<file path="config.mk">
export PLATFORM = sky130hd
export DESIGN_NAME = alu_resp_unit
export DESIGN_NICKNAME = d
export VERILOG_FILES = /design/src/rtl/alu_resp_unit.sv
export SDC_FILE = /design/constraint.sdc
export NUM_CORES = 1
export LEC_CHECK = 0
export CAP_MARGIN = 0
export CORE_UTILIZATION = 30
export CTS_CLUSTER_SIZE = 8
export DETAILED_ROUTE_END_ITERATION = 12
export PLACE_DENSITY = 0.55
export SYNTH_ARGS = -nofsm -noshare
export SYNTH_HDL_FRONTEND = slang
export SYNTH_SLANG_ARGS = --single-unit
</file>
<file path="constraint.sdc">
create_clock -name clk -period 1.5 [get_ports clk]
set_input_delay 0.15 -clock clk [delete_from_list [all_inputs] [get_ports clk]]
set_output_delay 0.15 -clock clk [all_outputs]
set_load 0.01 [all_outputs]
</file>
<file path="src/rtl/alu_resp_unit.sv">
// alu_resp_unit: handshaked ALU responder with a 2-entry registered result buffer
//
// Ports:
//   clk, rst         clock and asynchronous active-high reset
//   in_valid/ready   request channel carrying op, a, b
//   out_valid/ready  response channel presenting the buffer head
//   out_result       result at the head
//   out_carry        carry/borrow/shifted-out bit at the head
//   out_zero         head result is zero
//   out_ovf          signed overflow for ADD/SUB (only when ALU_OVF_FLAG_EN is defined)
//
// Build option: define ALU_OVF_FLAG_EN to add the out_ovf port and its storage.
module alu_resp_unit #(
    parameter int WIDTH = 4,
    parameter int DEPTH = 2
) (
    input  logic             clk,
    input  logic             rst,
    input  logic             in_valid,
    output logic             in_ready,
    input  logic [2:0]       op,
    input  logic [WIDTH-1:0] a,
    input  logic [WIDTH-1:0] b,
    output logic             out_valid,
    input  logic             out_ready,
    output logic [WIDTH-1:0] out_result,
    output logic             out_carry,
    output logic             out_zero
`ifdef ALU_OVF_FLAG_EN
    ,
    output logic             out_ovf
`endif
);
    // Buffer occupancy doubles as the state: EMPTY, ONE, FULL.
    localparam logic [1:0] EMPTY = 2'd0;
    localparam logic [1:0] ONE   = 2'd1;
    localparam logic [1:0] FULL  = 2'(DEPTH);
    localparam int         MSB   = WIDTH - 1;

    // Entry layout, low to high: result, zero, carry[, ovf]
`ifdef ALU_OVF_FLAG_EN
    localparam int EW = WIDTH + 3;
`else
    localparam int EW = WIDTH + 2;
`endif

    logic [1:0]       count;
    logic [EW-1:0]    head;
    logic [EW-1:0]    tail;
    logic [EW-1:0]    entry;
    logic [WIDTH-1:0] res;
    logic             carry;
    logic [WIDTH:0]   sum;
    logic [WIDTH:0]   diff;
    logic             push;
    logic             pop;

    assign in_ready  = count != FULL;
    assign out_valid = count != EMPTY;
    assign push      = in_valid && in_ready;
    assign pop       = out_valid && out_ready;

    assign sum  = {1'b0, a} + {1'b0, b};
    assign diff = {1'b0, a} - {1'b0, b};

    always_comb begin
        res   = '0;
        carry = 1'b0;
        case (op)
            3'b000: res = a & b;
            3'b001: res = a | b;
            3'b010: res = a ^ b;
            3'b011: res = ~a;
            3'b100: {carry, res} = sum;
            // The extra bit of the widened difference is the unsigned borrow.
            3'b101: {carry, res} = diff;
            3'b110: {carry, res} = {a, 1'b0};
            default: {res, carry} = {1'b0, a};
        endcase
    end

`ifdef ALU_OVF_FLAG_EN
    logic ovf;

    // Overflow when the result sign disagrees with what the operand signs allow.
    always_comb begin
        ovf = 1'b0;
        if (op == 3'b100)
            ovf = (a[MSB] == b[MSB]) && (res[MSB] != a[MSB]);
        else if (op == 3'b101)
            ovf = (a[MSB] != b[MSB]) && (res[MSB] != a[MSB]);
    end

    assign entry   = {ovf, carry, res == '0, res};
    assign out_ovf = head[WIDTH+2];
`else
    assign entry = {carry, res == '0, res};
`endif

    assign out_result = head[WIDTH-1:0];
    assign out_zero   = head[WIDTH];
    assign out_carry  = head[WIDTH+1];

    // Head always holds the oldest entry; tail is only meaningful when FULL.
    always_ff @(posedge clk or posedge rst) begin
        if (rst) begin
            count <= EMPTY;
            head  <= '0;
            tail  <= '0;
        end else begin
            case (count)
                EMPTY: begin
                    if (push) begin
                        head  <= entry;
                        count <= ONE;
                    end
                end
                ONE: begin
                    if (push && pop) begin
                        head <= entry;
                    end else if (push) begin
                        tail  <= entry;
                        count <= FULL;
                    end else if (pop) begin
                        count <= EMPTY;
                    end
                end
                default: begin
                    if (pop) begin
                        head  <= tail;
                        count <= ONE;
                    end
                end
            endcase
        end
    end
endmodule

</file>
## Word level (Yosys, flattened, before mapping)

Cells that the tools add are included.

- Add/subtract/negate cells: 2
- Eq/ne operators: 12
- Mux-type cells: 12
- Bitwise operators: 5
- Reductions and logical operators: 12

Operator list:

| operator | number |
|---|---|
| $pmux 4 s7 | 1 |
| $mux 6 | 3 |
| $pmux 6 s2 | 1 |
| $mux 2 | 5 |
| $eq 3x3->1 const B | 3 |
| $ne 2x2->1 const B | 4 |
| $eq 3x2->1 const B | 2 |
| $reduce_and 3->1 | 2 |
| $add 4x4->5 | 1 |
| $sub 4x4->5 | 1 |
| $and 4x4->4 | 1 |
| $logic_not 4->1 | 1 |
| $not 4->4 | 1 |
| $or 4x4->4 | 1 |
| $pmux 1 s4 | 1 |
| $pmux 2 s2 | 1 |
| $reduce_and 4->1 | 1 |
| $reduce_or 4->1 | 1 |
| $xor 4x4->4 | 1 |
| $eq 3x1->1 const B | 1 |
| $logic_and 1x1->1 | 3 |
| $logic_not 3->1 | 1 |
| $ne 3x3->1 const B | 1 |
| $reduce_bool 3->1 | 1 |
| other kinds (4) | 4 |

- Register bits: 14
- Bits of input ports: 15
- Output and inout port bits: 8
- Logic and storage cells: 46

## Longest topological paths before layout

- Depth after elaboration: 6
- Mapped depth: 9
- Depth with buffers taken out: 9

## Worst setup path after synthesis

Ideal clock, no wire load.

- Path type: input to register
- From: input a[0]
- To: register head[4]
- Setup time: 92 ps
- Data arrival time: 2054 ps
- Data required time: 1408 ps
- Setup slack: -646 ps
- Stages: 9
- Buffers on the path: 0
- Cell sequence: inv_1 > ha_1 > fa_1 > inv_1 > mux4_2 > mux2i_4 > nand2_2 > a211o_1 > o31ai_2

- Cells in the longest elaborated chain, start to end: 5
- Elaborated cells on any way between the ends: 11
- Classes of those cells: add/sub (2); mux (4); bitwise (4); reduce/logical (1)

RTL lines:

| element | RTL line | text |
|---|---|---|
| start, declared | 22 | `input logic [WIDTH-1:0] a,` |
| $sub 4x4->5 (tied with other cells) | 64 | `assign diff = {1'b0, a} - {1'b0, b};` |
| $pmux 4 s7 * | 69 | `case (op)` |
| $logic_not 4->1 * | 97 | `assign entry = {carry, res == '0, res};` |
| $mux 6 (on tied branches) | 119, 113 |  |
| $pmux 6 s2 * | 111 | `case (count)` |
| end signal, assigned | 114 | `head <= entry;` |
| end signal, assigned | 120 | `head <= entry;` |
| end signal, assigned | 130 | `head <= tail;` |
| end, declared | 48 | `logic [EW-1:0] head;` |

Every way passes the cells marked *; elsewhere a longest branch is shown, timed or not. The select of a mux whose other input is x is not followed.
A chain may end at the register's enable or synchronous reset.

## Worst setup path after layout

Same ends and word-level chain as after synthesis.

==> reports/results.ini <==
[pwr]
p_switching_mw=0.538
p_per_area_nw_per_um2=812
p_comb_share_pct=47.3
p_seq_share_pct=34.0
p_leak_nw=0.921
power.total_mw=1.63
p_int_mw=1.09
clkPwrFrac_pct=18.7
p_sw_share_pct=33.0
peakVddDrop_v=0.000364

[place]
post-dp-hpwl_um=2490
portBuffers=22
gp_congestion=0.794
placed_cell_area_um2=1830

[route]
drt-initial-drc-count=47
via_count=1202
wirelength_um=3310
postRouteAntennaNets=0
avgViaCountPerCell=4.87
detail_route.wl_per_cell_um=13.4
firstDrtPassIters=4
drc=0

[worst_hold_path]
hold_class=in -> async

[synthesis]
yosys.area.top_type=dfrtp_1
ys.flop_type=dfrtp_1
syn_area_um2=1280
ys_ff_latch=14
async_flop_share_pct=100
yosys_warnings=0
synthCells=145
yosysSeqAreaShare_pct=27.3
yosys.cell_types.count=42
syn_nets=174
synth.area.top_cells=dfrtp_1, ha_1, o21ai_0
synth_edf_count=0
yosysTopAreaCellShare_pct=27.3
syn_avg_cell_area_um2=8.86

[sta]
worstMarginPinSlew_ns=0.566
finalHoldViolations=0
finClkSkew_ns=0.00266
clock.fmax_mhz=507
hold_slack_ns=0.267
maxSlewViolCount=0
final-setup-viol-count=13
max-slew-margin-rel_pct=62.2
rsz0062_at_grt=yes
min_period_ns=1.97
finalCritPeriodShare_pct=131
fin_ws_ns=-0.472

[die]
initial_core_util_pct=31.7
core-area_um2=4060
dieWidth_um=67.4
die_h_um=67.4
die-area_um2=4550
num_io_pins=23
row_count=23

[clock_network]
insertion_delay_ns=0.24
clk_pin_slew_ns=0.06
cts_tree=built
cts.path.max_buffers=2
ctsHtreeMaxLevel=1
cts.sinks=14
numCtsBuffers=3
cts-root-buf=clkbuf_8

[final_layout]
nFillCells=387
final_util_pct=49.4
design_area_um2=2010
drive_above_1_share_pct=41.1
multiInputGateArea_um2=971
diodes=0
register_area_um2=350
area_delta_synth_final_pct=56.1
layout.nets=228

[setup_path]
critPathLaunchType=input port
cp_top_family=adder cells
slowest_delay_ns=0.51
crit_path_max_fanout=4
path_buf_inv=3
critPathCaptureType=flip-flop
slowest_stage=fa_1
crit_arrival_ns=2.12
path_class=in -> reg
crit_chain=buf_12 -> inv_12 -> ha_4 -> fa_1 -> inv_1 -> mux4_2 -> mux2i_4 -> nand2_2 -> a211o_1 -> o31ai_2
cp.required_ns=1.65

[run_status]
violations=setup timing
status=complete, but fails checks

[global_routing]
grt_max_degree=15
grt_use_met2_pct=29.9
grt_pass1_wl_um=5740
busiest_layer=met2
met1_usage_pct=20.3
grt-ovfl-total=0
use_met3_pct=1.69
grt_usage_pct=16.6
antenna_found_initial=0
grt_pass1_vias=1326

[job]
drv_cap=0

per-layer routing:
metal	share of wire, %	vias up
met5	0	-
met2	54	21
met4	1.3	0
met1	43	568
li1	-	609
met3	2.3	4
placed cells by master, fill, tap and decap left out, types with 2 or more instances in the layout:
cell | netlist | routed
a21oi_1 | 8 | 5
dlygate4sd2_1 | 0 | 5
ha_4 | 0 | 5
o21ai_0 | 12 | 4
inv_2 | 0 | 4
nand2b_1 | 2 | 2
buf_6 | 1 | 6
o21ai_1 | 0 | 7
and3_1 | 3 | 3
o31ai_2 | 1 | 2
o211ai_1 | 2 | 2
a21oi_2 | 0 | 2
nor2_1 | 7 | 5
dfrtp_1 | 14 | 14
mux4_2 | 2 | 2
mux2i_1 | 5 | 5
a31oi_1 | 3 | 2
nor2b_1 | 5 | 4
inv_1 | 14 | 8
a21o_1 | 2 | 2
mux2_2 | 4 | 4
ha_1 | 12 | 6
xor2_1 | 3 | 3
nand2_1 | 15 | 15
clkdlybuf4s50_1 | 0 | 11
buf_4 | 0 | 33
clkbuf_8 | 0 | 3
final cells by class:
type | count | area share [%]
tap | 50 | 3.12
sequential | 14 | 17.5
timing repair buffer | 59 | 25.5
clock buffer | 3 | 2.06
multi-input combinational | 107 | 48.4
inverter | 14 | 3.43
per-stage QoR:
stage | std cells | setup TNS, ns | setup slack [ns]
after floorplan | 145 | -2.24 | -0.502
after detailed placement | 243 | -11.70 | -1.23
final | 247 | -2.58 | -0.472
after global routing | 247 | -3.50 | -0.545
after global placement | 243 | -11.31 | -1.17
after CTS | 248 | -3.72 | -0.662
power groups by stage:
| stage | sequential, mW | combinational, mW | clock, mW |
|---|---|---|---|
| floorplan | 0.564 | 0.347 | 0 |
| global placement | 0.551 | 0.669 | 0 |
| detailed placement | 0.557 | 0.684 | 0 |
| CTS | 0.550 | 0.742 | 0.315 |
| global route | 0.571 | 0.852 | 0.340 |
| finish | 0.554 | 0.771 | 0.304 |
state kept, by name, indices dropped and copies added (netlist names):
signal  count
tail        6
head        6
count       2
logic make-up after synthesis:
kind of cell | synth area share (%)
mux | 12.7
buf+inv | 8.08
simple gates | 13.3
flops | 27.3
compound gates | 21.8
xor+xnor | 2.05
fa+ha+maj | 14.8
cells in the mapped netlist (4+ instances only):
cell type / count
inv_1: 14
ha_1: 12
nor2_1: 7
nor2b_1: 5
dfrtp_1: 14
nand2_1: 15
o21ai_0: 12
a21oi_1: 8
mux2_2: 4
mux2i_1: 5
buf_2: 5
path summary, 6_finish.rpt:
kind / cells past startpoint / slack (ns) / start / end
min: 2 / 0.27 / rst / count[1]$_DFFE_PP0P_
max: 10 / -0.47 / a[0] / head[4]$_DFFE_PP0P_
max in group asynchronous: 2 / 0.86 / rst / tail[1]$_DFFE_PP0P_
max reg2reg: 4 / 0.12 / count[1]$_DFFE_PP0P_ / tail[3]$_DFFE_PP0P_
min reg2reg: 2 / 0.48 / tail[1]$_DFFE_PP0P_ / tail[1]$_DFFE_PP0P_
min in group clk: 2 / 0.48 / tail[1]$_DFFE_PP0P_ / tail[1]$_DFFE_PP0P_
what timing repair did:
| action | 4_1_cts | 5_1_grt |
|---|---|---|
| endpoints found under the setup margin | 13 | 14 |
| resized for setup | 54 | 17 |
| buffers inserted | 3 | 1 |
| pin swaps | 13 | 11 |
| hold buffers | 0 | 0 |
| cloned | 0 | 0 |
Power figures use the tool's default switching activity.
